`config.mk`:
```
export PLATFORM = sky130hd
export DESIGN_NAME = bin2bcd_conv
export DESIGN_NICKNAME = d
export VERILOG_FILES = /design/src/rtl/calc_pkg.sv /design/src/rtl/bcd_add3.sv /design/src/rtl/bin2bcd_conv.sv
export SDC_FILE = /design/constraint.sdc
export NUM_CORES = 1
export LEC_CHECK = 0
export CAP_MARGIN = 20
export CORE_UTILIZATION = 30
export CTS_CLUSTER_SIZE = 24
export DETAILED_ROUTE_END_ITERATION = 10
export HOLD_SLACK_MARGIN = 0.03
export PLACE_DENSITY = 0.54
export SETUP_SLACK_MARGIN = 0.02
export SYNTH_ARGS = -nofsm -noshare
export SYNTH_HDL_FRONTEND = slang
export SYNTH_SLANG_ARGS = --single-unit
```
`constraint.sdc`:
```
create_clock -name Clk -period 1.4 [get_ports Clk]
set_input_delay 0.14 -clock Clk [delete_from_list [all_inputs] [get_ports Clk]]
set_output_delay 0.14 -clock Clk [all_outputs]
set_load 0.05 [all_outputs]
```
`src/rtl/calc_pkg.sv`:
```
// rtl/calc_pkg.sv - shared types and constants for the calculator display path
package calc_pkg;

  typedef enum logic [1:0] {IDLE, SHIFT, LOAD} state_e;

  localparam int unsigned MAX_DISP    = 9999;
  localparam logic [15:0] ERR_PATTERN = 16'hEEEE;
  localparam int          BCD_DIGITS  = 4;

endpackage

```
`src/rtl/bcd_add3.sv`:
```
// rtl/bcd_add3.sv - double-dabble nibble corrector (>=5 gets +3)
module bcd_add3 (
  input  logic [3:0] digit_i,
  output logic [3:0] digit_o
);

  always_comb begin
    digit_o = (digit_i >= 4'd5) ? digit_i + 4'd3 : digit_i;
  end

endmodule

```
`src/rtl/bin2bcd_conv.sv`:
```
// rtl/bin2bcd_conv.sv - sequential binary to 4-digit packed BCD converter
module bin2bcd_conv
  import calc_pkg::*;
#(
  parameter int DATA_W = 14
) (
  input  logic              Clk,
  input  logic              Rst,
  input  logic              Start,
  input  logic [DATA_W-1:0] Bin_in,
  output logic              Busy,
  output logic              Done,
  output logic              Ovf,
  output logic [15:0]       disp_data
);

  localparam int CNT_W = $clog2(DATA_W + 1);

  state_e            state_q;
  logic [DATA_W-1:0] bin_q;
  logic [15:0]       bcd_q;
  logic [CNT_W-1:0]  cnt_q;
  logic              ovf_flag_q;
  logic              busy_q;
  logic              done_q;
  logic              ovf_q;
  logic [15:0]       disp_q;

  logic [15:0]       bcd_adj;
  logic [15:0]       bcd_d;
  logic [DATA_W-1:0] bin_d;
  logic              ovf_d;

  for (genvar g = 0; g < BCD_DIGITS; g++) begin : g_digit
    bcd_add3 u_add3 (
      .digit_i(bcd_q[4*g +: 4]),
      .digit_o(bcd_adj[4*g +: 4])
    );
  end

  always_comb begin
    bcd_d = {bcd_adj[14:0], bin_q[DATA_W-1]};
    bin_d = {bin_q[DATA_W-2:0], 1'b0};
    ovf_d = 17'(Bin_in) > 17'(MAX_DISP);
  end

  always_ff @(posedge Clk) begin
    if (Rst) begin
      state_q    <= IDLE;
      bin_q      <= '0;
      bcd_q      <= '0;
      cnt_q      <= '0;
      ovf_flag_q <= 1'b0;
      busy_q     <= 1'b0;
      done_q     <= 1'b0;
      ovf_q      <= 1'b0;
      disp_q     <= '0;
    end else begin
      done_q <= 1'b0;
      case (state_q)
        IDLE: begin
          if (Start) begin
            bin_q      <= Bin_in;
            bcd_q      <= '0;
            cnt_q      <= '0;
            ovf_flag_q <= ovf_d;
            busy_q     <= 1'b1;
            state_q    <= SHIFT;
          end
        end
        SHIFT: begin
          bcd_q <= bcd_d;
          bin_q <= bin_d;
          cnt_q <= cnt_q + CNT_W'(1);
          // a carry out of the thousands digit only happens for values already flagged
          ovf_flag_q <= ovf_flag_q | bcd_adj[15];
          if (cnt_q == CNT_W'(DATA_W - 1)) begin
            state_q <= LOAD;
          end
        end
        LOAD: begin
          disp_q  <= ovf_flag_q ? ERR_PATTERN : bcd_q;
          ovf_q   <= ovf_flag_q;
          done_q  <= 1'b1;
          busy_q  <= 1'b0;
          state_q <= IDLE;
        end
        default: state_q <= IDLE;
      endcase
    end
  end

  assign Busy      = busy_q;
  assign Done      = done_q;
  assign Ovf       = ovf_q;
  assign disp_data = disp_q;

endmodule
```
* After elaboration in Yosys (flattened, before gate mapping)
Index checks and enable logic that the tools add are counted.
** Storage, ports and cells
- Input port bits :: 17
- ROM bits :: 0
- Register bits :: 56
- Bits in latches :: 0
- Memories kept :: 0
- Word-level logic and storage cells :: 50
- Memory bits (writable) :: 0
** Cells by class
- Mux-type cells :: 19
- Shift operators :: 0
- Multipliers :: 0
- Eq/ne operators :: 5
- Bitwise gates (word level) :: 1
- Divide/modulo/power cells :: 0
- Order comparisons :: 5
- Reduce and logical (&&, ||, !) cells :: 6
- $add $sub $neg :: 5
** Operators by type and width (count)
- $mux W16 :: 2
- $pmux W16 S2 :: 1
- $pmux W14 S2 :: 1
- $mux W4 :: 5
- $add A4 B2 Y4 const B :: 4
- $ge A4 B3 Y1 const B :: 4
- $gt A14 B14 Y1 const B :: 1
- $mux W14 :: 1
- $pmux W4 S2 :: 1
- $reduce_and A2 Y1 :: 3
- $add A4 B1 Y4 const B :: 1
- $eq A4 B4 Y1 const B :: 1
- $mux W2 :: 2
- $ne A2 B2 Y1 const B :: 2
- $pmux W1 S2 :: 2
- $pmux W2 S2 :: 1
- $reduce_bool A2 Y1 :: 2
- $mux W1 :: 3
- $eq A2 B1 Y1 const B :: 1
- $eq A2 B2 Y1 const B :: 1
- $logic_not A2 Y1 :: 1
- $or A1 B1 Y1 :: 1

* Depth between registers and ports, before layout
Gate-level depths: netlist (run 1).
- Depth after elaboration :: 4
- Mapped depth :: 6

* Hierarchy
Synthesis (run 1) repeated with hierarchy kept, for this count alone.
** Second synthesis, totals
- Cells, all modules :: 289
- Area, all modules :: 2582.5 um^2
** By module, submodules not included
- bin2bcd_conv :: cells each 225, area an instance 2177.1 um^2, times used 1, sequential area each 1121.1 um^2
- bcd_add3 :: cells each 16, area an instance 101.3 um^2, times used 4, sequential area each 0.0 um^2

* Worst setup path after synthesis (run 1)
No wires, ideal clock.
- Path type :: flip-flop to flip-flop
- Start point :: register bcd_q[9]
- End point :: register bcd_q[10]
- Cell stages (with the launch flop) :: 7
- Data arrival time :: 1277 ps
- Setup slack :: 7 ps
- Period minus slack after synthesis :: 1393 ps
- Setup time :: 117 ps
- Data required time :: 1283 ps
- Buffers on the path :: 0
- Path through :: dfxtp_1 > inv_1 > ha_1 > nand2b_1 > a21oi_1 > mux2i_1 > a22o_1
** Between the ends
- Longest elaborated chain between the ends :: 3
- Elaborated cells on any way between the ends :: 4
- Those cells by class :: add/sub: 1; order compare: 1; mux: 2
** Ends and longest elaborated chain
- start: declaration :: line bin2bcd_conv.sv:21 : logic [15:0] bcd_q;
- start signal: assignment :: line bin2bcd_conv.sv:51 : bcd_q <= '0;
- start signal: assignment :: line bin2bcd_conv.sv:64 : bcd_q <= '0;
- start signal: assignment :: line bin2bcd_conv.sv:72 : bcd_q <= bcd_d;
- $add A4 B2 Y4 / $ge A4 B3 Y1 (equally long branches) :: line bcd_add3.sv:8 : digit_o = (digit_i >= 4'd5) ? digit_i + 4'd3 : digit_i;
- $mux W4 * :: line bcd_add3.sv:8
- $pmux W16 S2 * :: line bin2bcd_conv.sv:60 : case (state_q)
Every way passes the cells marked *; elsewhere a longest branch is shown, timed or not.
A chain may end at the register's enable or synchronous reset.

* Final worst setup path (run 1)
- Start point :: register state_q[0]
- End point :: register disp_q[8], in the netlist disp_data[8]
** Between the ends
- Longest elaborated chain between the ends :: 1
** Ends and longest elaborated chain
- start: declaration :: line bin2bcd_conv.sv:19 : state_e state_q;
- start signal: assignment :: line bin2bcd_conv.sv:49 : state_q <= IDLE;
- start signal: assignment :: line bin2bcd_conv.sv:68 : state_q <= SHIFT;
- start signal: assignment :: line bin2bcd_conv.sv:78 : state_q <= LOAD;
- $eq A2 B2 Y1 :: line bin2bcd_conv.sv:60
- end signal: assignment :: line bin2bcd_conv.sv:82 : disp_q <= ovf_flag_q ? ERR_PATTERN : bcd_q;
- end: declaration :: line bin2bcd_conv.sv:27 : logic [15:0] disp_q;
Every way passes these cells.

==> results by group, run 1 <==
Synthesis
  • Largest family of logic cells by synthesized area: simple AND/OR/NAND/NOR gates
  • Top cells by area, synth: dfxtp_1 46%, nor2_1 8.5%, ha_1 5.1%, nor3_1 4.9%, a21oi_1 3.1%
  • Number of synthesized flops with an enable pin: 0
  • Ys async rst share: 0
  • Sequential area share after synthesis: 0.461
  • Fraction of synthesized cell area in xor and xnor cells: 0.0252
  • Prevailing post-synth register cell: dfxtp_1
  • Adder-cell share of the synthesized area: 0.0515
  • Share of Yosys cell area claimed by the top area cell type: 0.461
  • Gate Count Post-Synth: 277
  • Mean Syn Cell Area: 8.77 sq um
  • Synth area leader: dfxtp_1
  • Syn nets: 304
  • Synth Register Bits: 56
  • Yosys warns: 0
  • Mux contribution to synthesized area: 0.0257
  • Synthesized-area fraction occupied by and/or/nand/nor cells: 0.236
  • Synth Area in Compound Gates: 0.145
  • Number of distinct library cells after synthesis: 39
  • Cell area after synthesis: 2430 sq um

Drt
  • Via count: 2201
  • Routed WL: 5870 microns
  • Vias per cell: 4.90
  • DR iter-0 viols: 62
  • Antenna Nets Post-Route: 0
  • WL per Instance: 13.1 microns
  • DRC: 0
  • DR pass1 iterations: 4

Placement
  • Dpl hpwl: 4140 microns
  • DP Worst Slack: -0.279 ns
  • I/O Buffers: 35
  • GP Congestion: 0.755

Critical path
  • R2R Path End: disp_data[8]
  • Crit path max fanout: 7
  • Crit Path Category: flip-flop to flip-flop
  • WP data arrival: 1.60 ns
  • FF-to-FF setup slack: 0.07 ns
  • Worst R2R Path Depth: 4
  • Setup crit end: disp_data[8]
  • Crit path from: state_q[0]
  • R2r startpoint: state_q[0]
  • Required time of the critical path: 1.66 ns
  • Critical path capture point type: flip-flop
  • Startpoint types: flip-flop

CTS
  • CTS Sinks: 56
  • Cts bufs inserted: 5
  • CTS tree: done
  • H-tree depth: 2
  • Cts hold-fix bufs: 0
  • Worst-Skew Late Latency: 0.32 ns
  • Clock transition at path regs: 0.12 ns
  • Bufs on Longest Clock Path: 2
  • Clock root cell: clkbuf_8

Cells and area
  • Commonest non-fill, non-tap cell in the layout: buf_4
  • N_diodes: 0
  • Nets: 373
  • Final core utilization: 0.440
  • Area Overhead vs Synth: 40.5%
  • Layout cells sized above 1: 0.343
  • Most frequent cells in the layout: 57 x buf_4, 53 x nor2_1, 46 x dfxtp_1

Global route
  • Vias in the first global route: 2018
  • Overflow after GRT: 0
  • Global-route wire length before repair: 9770 microns
  • GRT Overall Usage: 0.146
  • Pin count of the biggest net entering global routing: 28
  • Initial antenna violation count: 0

Power and ir drop
  • Lkg Pwr: 1.39 nW
  • Maximum vdd drop: 0.416 mV
  • Power Dens Cells: 891 nW/um^2
  • Total Power: 0.00304 W

Outcome
  • Outcome: completed

STA
  • Max Transition Viols Final: 0
  • Count of final setup violators: 0
  • Tcrit/Tclk final: 0.952
  • Worst Skew: 0.0124 ns
  • Worst slew margin: 0.527
  • Worst Max-Slew Pin Slew: 0.708 ns
  • Final worst slack: 0.0675 ns
  • F_max: 750 MHz
  • Hold Fails Final Rpt: 0
  • Crit path time final: 1.33 ns
  • RSZ-0062 raised after global routing: true

Die
  • Initial Utilization: 0.313
  • Die area: 8460 sq um
  • Row count: 32
  • Chip height: 92.0 microns
  • # IOs: 36
  • Die W: 92.0 microns
  • Placeable Area: 7770 sq um

Flow run
  • Number of max-cap violations: 0

Min path
  • Hold WC Path Type: input pin to flip-flop
==> worst max-delay path, stage by stage, from the launching register on <==
cell and delay (ns):
dfxtp_4 0.39, buf_4 0.15, or2b_4 0.29, or3_1 0.31, a21oi_1 0.14
==> layer usage <==
metal  track usage  share of wire  vias up
met5             0              0        -
met3        0.0232          0.029        5
li1              -              -     1113
met4        0.0508          0.013        0
met1         0.204           0.51     1045
met2         0.226           0.45       38
==> state kept, by name (all words and copies together) (netlist names) <==
register / count
disp_data: 16
Done: 1
bin_q: 14
state_q: 2
ovf_flag_q: 1
Ovf: 1
bcd_q: 16
cnt_q: 4
Busy: 1
==> through the flow <==
stage               cell area, sq um  cells  hold slack (ns)  setup TNS, ns
global placement                3140    437            0.446          -5.64
finish                          3410    449            0.419              0
CTS                             3260    446            0.419              0
floorplan                       2440    277            0.273              0
detailed placement              3140    437            0.451          -6.14
global route                    3410    449            0.452        -0.0159
==> how the worst min path moves through the flow <==
| stage | from | endpoint | cells past startpoint | slack [ns] |
|---|---|---|---|---|
| 2_1_floorplan | Bin_in[0] | bin_q[0] | 1 | 0.27 |
| 3_3_place_gp | disp_data[0] | disp_data[0] | 2 | 0.45 |
| 3_5_place_dp | disp_data[0] | disp_data[0] | 2 | 0.45 |
| 4_1_cts | Bin_in[3] | bin_q[3] | 3 | 0.42 |
| 5_1_grt | Bin_in[1] | bin_q[1] | 3 | 0.45 |
| 6_report | Bin_in[3] | bin_q[3] | 3 | 0.42 |
==> cell usage after synthesis, drive strengths merged, types with 4 or more instances <==
library cell,n
inv,10
o22ai,6
ha,10
mux2i,4
or3,5
buf,9
o31ai,4
clkbuf,9
o21ai,5
a22o,5
dfxtp,56
nor4,12
nor3,24
xnor2,4
a21oi,15
a32o,4
nand2,9
nand2b,5
nor2,56
==> where the power goes <==
part	internal [W]	switching [W]	total (W)	leakage [nW]
clock	0.000367	0.000588	0.000954	0.0452
sequential	0.00165	0.0000477	0.00170	0.461
combinational	0.000197	0.000192	0.000390	0.881
==> repair_timing <==
action / 4_1_cts / 5_1_grt
gates resized for setup: 9 / 40
gates cloned: 0 / 1
pin swaps: 2 / 9
buffers inserted: 1 / 3
setup endpoints to repair: 30 / 24
==> cells by family after synthesis <==
logic type	count (synthesis)
and+or+nand+nor	121
DFF	56
AOI/OAI and AO/OA	49
buffers and inverters	28
adders and majority gates	10
xor gates and xnor gates	7
muxes	6
==> area by class of cell <==
cell class / instances / area (sq um)
multi-input cells: 193 / 1310
repair buffers: 80 / 704
clock inverters: 3 / 25.0
clock buffers: 5 / 68.8
inverters: 10 / 40.0
fillers: 791 / 4350
flip-flops and latches: 56 / 1140
well taps: 102 / 128
(Power assumes the default switching activity.)
==> run 2: changes to the inputs <==
--- a/config.mk
+++ b/config.mk
@@ -5,6 +5,7 @@
 export SDC_FILE = /design/constraint.sdc
 export NUM_CORES = 1
 export LEC_CHECK = 0
+export ABC_AREA = 1
 export CAP_MARGIN = 20
 export CORE_UTILIZATION = 30
 export CTS_CLUSTER_SIZE = 24
==> run 2 against run 1 <==
  * Critical path depth increased by 1
  * Largest cell class unchanged
  * Core utilization decreased by 3.1 points
  * Power increased by 0.67%
  * Combinational power decreased by 19%
  * Wire length decreased by 2.8%
  * Maximum frequency increased by 5.5%
  * Design area decreased by 5.6%
  * First-iteration DRC count increased by 60%
  * Final cell count increased by 6.7%
  * Largest power group unchanged
  * Count of clock-buffer cells in the layout increased by 1
  * Die area increased by 2.9%
==> results by group, run 2 <==
Synthesis
  • Syn nets: 356 (+17%)
  • Number of synthesized flops with an enable pin: 0 (unchanged)
  • Synthesized-area fraction occupied by and/or/nand/nor cells: 0.265 (+0.0288)
  • Adder-cell share of the synthesized area: 0.0500 (-0.00147)
  • Synth Register Bits: 56 (unchanged)
  • Share of Yosys cell area claimed by the top area cell type: 0.448 (-0.0132)
  • Cell area after synthesis: 2500 sq um (+2.9%)
  • Fraction of synthesized cell area in xor and xnor cells: 0.0105 (-0.0147)
  • Synth cell count leaders: 66 x nand2_1, 56 x dfxtp_1, 38 x o21ai_0
  • Gate Count Post-Synth: 329 (+19%)
  • Synth area leader: dfxtp_1
  • Ys async rst share: 0 (unchanged)
  • Mean Syn Cell Area: 7.60 sq um (-13%)
  • Number of distinct library cells after synthesis: 30 (-23%)
  • Yosys warns: 0 (unchanged)
  • Most frequent cell after synthesis: nand2_1
  • Prevailing post-synth register cell: dfxtp_1
  • Synth Area in Compound Gates: 0.141 (-0.00464)
  • Top cells by area, synth: dfxtp_1 45%, nand2_1 9.9%, o21ai_0 7.6%, nor2_1 5.3%, ha_1 5.0%
  • Largest family of logic cells by synthesized area: simple AND/OR/NAND/NOR gates
  • Sequential area share after synthesis: 0.448 (-0.0132)
  • Mux contribution to synthesized area: 0 (-0.0257)

Power and ir drop
  • Sw frac: 0.242 (-0.0295)
  • P_int: 0.00232 W (+4.8%)
  • Maximum vdd drop: 0.613 mV (+47%)
  • Psw: 0.000743 W (-10%)
  • Clk pwr share: 0.345 (+0.031)
  • Seq pwr share: 0.552 (-0.006)
  • Power Dens Cells: 951 nW/um^2 (+6.7%)
  • Lkg Pwr: 1.38 nW (-0.62%)
  • Total Power: 0.00306 W (+0.67%)
  • Logic pwr share: 0.103 (-0.025)

Placement
  • I/O Buffers: 35 (unchanged)
  • GP Congestion: 0.836 (+11%)
  • DP Worst Slack: 0.0188 ns (+0.298 ns)
  • Dpl hpwl: 4170 microns (+0.66%)

Drt
  • DRC: 0 (unchanged)
  • Routed WL: 5710 microns (-2.8%)
  • Vias per cell: 4.66 (-4.9%)
  • Antenna Nets Post-Route: 0 (unchanged)
  • DR pass1 iterations: 4 (unchanged)
  • Via count: 2234 (+1.5%)
  • WL per Instance: 11.9 microns (-8.9%)
  • DR iter-0 viols: 99 (+60%)

Die
  • # IOs: 36 (unchanged)
  • Initial Utilization: 0.317 (+0.00428)
  • Row count: 32 (unchanged)
  • Placeable Area: 7890 sq um (+1.5%)
  • Die W: 93.3 microns (+1.4%)
  • Die area: 8710 sq um (+2.9%)
  • Chip height: 93.3 microns (+1.4%)

Global route
  • Global-route wire length before repair: 10100 microns (+3.8%)
  • Initial antenna violation count: 0 (unchanged)
  • Overflow after GRT: 0 (unchanged)
  • GRT Overall Usage: 0.147 (+0.00183)
  • Vias in the first global route: 2104 (+4.3%)
  • Pin count of the biggest net entering global routing: 18 (-36%)

CTS
  • Cts hold-fix bufs: 0 (unchanged)
  • Clock root cell: clkbuf_8
  • Worst-Skew Late Latency: 0.31 ns (about the same)
  • Bufs on Longest Clock Path: 2 (unchanged)
  • CTS Sinks: 56 (unchanged)
  • CTS tree: done
  • Clock transition at path regs: 0.10 ns (-0.02 ns)
  • H-tree depth: 2 (unchanged)
  • Cts bufs inserted: 5 (unchanged)
  • Post-CTS Setup Bufs: 0 (-1)

Critical path
  • Critical path capture point type: flip-flop
  • Worst R2R Path Depth: 5 (+1)
  • FF-to-FF setup slack: 0.14 ns (+0.07 ns)
  • Required time of the critical path: 1.64 ns (-0.02 ns)
  • Crit path max fanout: 17 (+10)
  • R2R Path End: bcd_q[4]
  • WP data arrival: 1.50 ns (-0.10 ns)
  • R2r startpoint: state_q[0]
  • Startpoint types: flip-flop
  • Crit Path Category: flip-flop to flip-flop

STA
  • RSZ-0062 raised after global routing: false
  • Hold Fails Final Rpt: 0 (unchanged)
  • Worst Skew: 0.00746 ns (-0.00498 ns)
  • Count of final setup violators: 0 (unchanged)
  • Final worst slack: 0.137 ns (+0.0697 ns)
  • Crit path time final: 1.26 ns (-0.0697 ns)
  • Max Transition Viols Final: 0 (unchanged)
  • Worst slew margin: 0.785 (+0.258)
  • F_max: 792 MHz (+5.5%)
  • Worst Max-Slew Pin Slew: 0.321 ns (-0.387 ns)
  • Tcrit/Tclk final: 0.902 (-0.0498)
  • Setup TNS: 0 ns (unchanged)

Cells and area
  • Most frequent cells in the layout: 66 x nand2_1, 53 x dfxtp_1, 38 x o21ai_0
  • FILL cells: 803 (+1.5%)
  • Nets: 403 (+8.0%)
  • Layout cells sized above 1: 0.167 (-0.176)
  • Area Overhead vs Synth: 28.9%
  • N_diodes: 0 (unchanged)
  • Commonest non-fill, non-tap cell in the layout: nand2_1

Flow run
  • Number of max-cap violations: 0 (unchanged)

Min path
  • Hold path start: Bin_in[0]
  • Hold endpoint: bin_q[0]
  • Hold depth: 3 (unchanged)
  • Hold WC Path Type: input pin to flip-flop

Outcome
  • Outcome: completed
## run 2: kinds of logic (layout without fill, tap and decap cells)
family / Yosys count / after routing
and+or+nand+nor: 149 / 149
adders and majority gates: 10 / 10
xor gates and xnor gates: 3 / 3
buffers and inverters: 44 / 92
AOI/OAI and AO/OA: 67 / 67
DFF: 56 / 56
## run 2: what timing repair did
item	4_1_cts	5_1_grt
gates resized for setup	0	9
setup endpoints to repair	0	9
hold endpoints to repair	0	0
## run 2: area by class of cell
type | instances | area [sq um] | share of cell area
sequential | 56 | 1120 | 0.349
timing repair buffer | 51 | 548 | 0.170
inverter | 33 | 126 | 0.0392
clock buffer | 6 | 72.6 | 0.0225
tap | 102 | 128 | 0.0396
multi-input combinational | 229 | 1190 | 0.369
clock inverter | 2 | 35.0 | 0.0109
## run 2: worst max-delay path, cell delays in order, from the launching register on
cell and delay (ns):
dfxtp_1 0.52, nand2_8 0.15, nor2_4 0.14, buf_4 0.19, nand2_1 0.06, o21ai_1 0.12
## run 2: per-stage QoR
stage,util,cells,cell area [sq um],hold slack [ns]
after floorplan,-,329,2500,0.250
after global placement,0.391,471,3090,0.433
after detailed placement,0.391,471,3090,0.439
after CTS,0.405,479,3200,0.363
after global routing,0.409,479,3220,0.380
final,0.409,479,3220,0.372
## run 2: worst max-delay path by stage
stage | depth (start not counted) | endpoint | startpoint
floorplan | 10 | bcd_q[13] | bcd_q[12]
global placement | 6 | bcd_q[4] | Rst
detailed placement | 6 | bcd_q[4] | Rst
CTS | 8 | bcd_q[2] | bcd_q[0]
global route | 8 | bcd_q[2] | bcd_q[1]
finish | 5 | bcd_q[4] | state_q[0]
## run 2: power by group through the flow
stage | Clock, W | Combinational [W] | Sequential (W)
finish | 0.00106 | 0.000316 | 0.00169
global route | 0.00116 | 0.000356 | 0.00170
CTS | 0.00109 | 0.000318 | 0.00169
detailed placement | 0 | 0.000316 | 0.00173
global placement | 0 | 0.000317 | 0.00172
floorplan | 0 | 0.000192 | 0.00173
## run 2: per-layer routing
metal,track usage,vias to the layer above,part of all wire
met3,0.0317,4,0.048
met4,0.0462,0,0.013
met1,0.203,1011,0.48
met2,0.229,49,0.45
li1,-,1170,-
met5,0,-,0
==> RTL change 1 (flow settings as in run 1) <==
The 3 states of `state_e` get a one-hot encoding in 3 bits.
--- a/src/rtl/calc_pkg.sv
+++ b/src/rtl/calc_pkg.sv
@@ -3,3 +3,3 @@
 
-  typedef enum logic [1:0] {IDLE, SHIFT, LOAD} state_e;
+  typedef enum logic [2:0] {IDLE = 3'b001, SHIFT = 3'b010, LOAD = 3'b100} state_e;
 
Formal check against the unedited RTL: same outputs for any inputs over 10 cycles, from zero or initial values and one cycle with Rst high; not proved beyond that.
==> RTL change 1 against run 1 <==
The run now ends with setup timing left. Clock power increased by 61%. Total power is 19% higher. Area after synthesis is 2.7% higher. Worst setup slack lost 0.10 ns. Sequential cell count up 1. Critical path depth unchanged. Routed wire length increased by 7.8%. Cell area increased by 9.3%. Critical path type unchanged.
==> RTL change 1: results (changes against run 1) <==
stage	metric	value	unit	change
placement	place_area	3260	um2	+3.7%
synthesis	synth-seq-area-share	45.7	%	-0.40 points
global_routing	grt_pass1_vias	2295		+14%
layout	layoutNonFillerInstCount	473		+5.3%
power_and_ir_drop	p_leak	0.00145	uW	+4.5%
global_routing	track_usage	15.5	%	+0.98 points
routing	met2_length	2980	um	+13%
worst_setup_path	slowest_stage	or3b_4		
worst_setup_path	crit_fanout	6		-1
routing	met3WireLength	237	um	+39%
placement	pre_cts_ws	-0.169	ns	+0.110 ns
sta	finalSetupTns	-0.0416	ns	-0.0416 ns
sta	final.setup_skew	0.00808	ns	-0.00436 ns
global_routing	use_met3	4.72	%	+2.4 points
sta	setup_viol	3		+3
routing	drtIter0Drc	88		+42%
layout	drive_gt1_share	37.5	%	+3.2 points
global_routing	grt_pass1_wl	10700	um	+9.1%
sta	postLayoutSetupSlackWorst	-0.0322	ns	-0.0997 ns
worst_setup_path	worstReg2RegStart	state_q[0]		
power_and_ir_drop	power	3610	uW	+19%
global_routing	use_met2	24.8	%	+2.1 points
placement	hpwl	4170	um	+0.70%
outcome	violations	setup timing		
outcome	status	finished, violations left		
## RTL change 1: cell type report
cell class / instances / area, um2
multi-input cells: 205 / 1390
clock buffers: 12 / 155
well taps: 102 / 128
flip-flops and latches: 57 / 1160
fillers: 768 / 4150
clock inverters: 3 / 40.0
repair buffers: 85 / 827
inverters: 9 / 33.8
## RTL change 1: critical path: cells and delay by family (launching register included)
kind | cells | cell delay [ns]
flip-flops | 1 | 0.32
buffers and inverters | 1 | 0.15
AO/OA/AOI/OAI | 1 | 0.14
AND/OR/NAND/NOR | 2 | 0.75
## RTL change 1: cell families (layout without fill, tap and decap cells)
family	after synthesis	after routing	share of synthesized area (%)
muxes	4	4	1.60
buffers and inverters	28	109	5.32
AOI/OAI and AO/OA	71	71	17.1
and+or+nand+nor	112	113	22.8
adders and majority gates	10	10	5.02
DFF	57	57	45.7
xor gates and xnor gates	7	7	2.46
==> RTL change 2 (config.mk and constraints of run 1) <==
Without the edit above. `DATA_W`: 14 -> 10.
--- a/src/rtl/bin2bcd_conv.sv
+++ b/src/rtl/bin2bcd_conv.sv
@@ -4,3 +4,3 @@
 #(
-  parameter int DATA_W = 14
+  parameter int DATA_W = 10
 ) (
Interface: changed (resized Bin_in); port bits go from 36 to 32. No check against the original RTL was run, so the function may have changed too.
==> RTL change 2 against run 1 <==
Cell area shrank 7.1%. Area after synthesis down 6.6%. Largest cell class unchanged. Worst setup slack improved by 0.030 ns. Sequential cell count is 4 lower. Total power down 4.8%. Routed wire length down 8.8%. Synthesized cell count shrank 7.2%. First-iteration DRC count up 21%.
==> RTL change 2: results (changes against run 1) <==
stage	metric	value	unit	change
layout	drive_gt1_share	33.7	%	-0.55 points
synthesis	synth.avg_cell_area	8.83	um2	+0.62%
synthesis	synth_nets	280		-7.9%
layout	inv_count	15		+5
worst_hold_path	holdPathStages	2		-1
layout	layoutNonFillerInstCount	425		-5.3%
worst_setup_path	cp_top_family	flip-flops		
synthesis	synth-seq-area-share	45.9	%	-0.25 points
layout	layout.comb_gates.multi_input	174		-9.8%
routing	wl	5350	um	-8.8%
cts	cts-resized-gates	4		-5
global_routing	grt_pass1_vias	1887		-6.5%
routing	dr.pass1.iters	5		+1
worst_setup_path	rr_worst_depth	7		+3
layout	design_area	3170	um2	-7.1%
power_and_ir_drop	p_leak	0.00129	uW	-7.0%
placement	place_area	2930	um2	-6.7%
layout	nNonClkBuffers	77		-3.8%
placement	hpwl	3820	um	-7.7%
routing	num_vias	2013		-8.5%
synthesis	synth_seq_cells	52		-7.1%
layout	multi_input_area	1190	um2	-9.1%
layout	clock_cell_area_share	3.51	%	+0.76 points
layout	num-nets-final	348		-6.7%
global_routing	track_usage	14.4	%	-0.19 points
placement	place_inst	416		-4.8%
outcome	status	finished clean		
routing	drtIter0Drc	75		+21%
global_routing	met1_usage	19.3	%	-1.1 points
sta	max_slew_margin	58.1	%	+5.4 points
cts	cts_setup_buffers	0		-1
sta	final.setup_skew	0.0100	ns	-0.00239 ns
power_and_ir_drop	ir_worst_vdd	469	uV	+13%
worst_hold_path	holdPathEnd	bin_q[0]		
power_and_ir_drop	p_int	2200	uW	-0.72%
layout	fillers	738		-6.7%
cts	path_clk_slew	0.09	ns	-0.03 ns
synthesis	synth_xor_xnor_area_share	3.09	%	+0.57 points
placement	port_buffers	31		-11%
worst_setup_path	max_stage_delay	0.34	ns	-0.05 ns
synthesis	synth_compound_area_share	18.0	%	+3.5 points
synthesis	ys_types	36		-7.7%
global_routing	use_met2	23.6	%	+1.0 points
worst_setup_path	slowest_stage	dfxtp_2		
global_routing	grt_pass1_wl	8800	um	-10%
synthesis	ys_top_cells_by_count	dfxtp_1 (52), nor2_1 (31), nor3_1 (27)		
global_routing	grt_max_degree	19		-32%
sta	whs	0.440	ns	+0.0203 ns
-- RTL change 2: how the worst max path moves through the flow --
stage	slack (ns)	cells after the start	end	start
after floorplan	0.06	6	bcd_q[10]	bcd_q[9]
after global placement	-0.12	5	bin_q[6]	Start
after detailed placement	-0.20	5	bcd_q[8]	Rst
after CTS	0.02	7	bcd_q[14]	bcd_q[13]
after global routing	-0.02	7	bcd_q[2]	bcd_q[1]
final	0.1	7	bcd_q[6]	bcd_q[4]
-- RTL change 2: routing by layer --
metal / wire, um / share of wire, % / vias up
met5: 0 / 0 / -
met4: 52 / 0.97 / 0
met3: 187 / 3.5 / 5
met2: 2380 / 44 / 42
met1: 2730 / 51 / 926
li1: - / - / 1040
-- RTL change 2: power by group through the flow --
stage | combinational (uW) | clock (uW) | sequential (uW)
after floorplan | 150 | 0 | 1590
after global placement | 281 | 0 | 1590
after detailed placement | 281 | 0 | 1590
after CTS | 284 | 1070 | 1550
after global routing | 326 | 1130 | 1560
final | 298 | 1040 | 1560
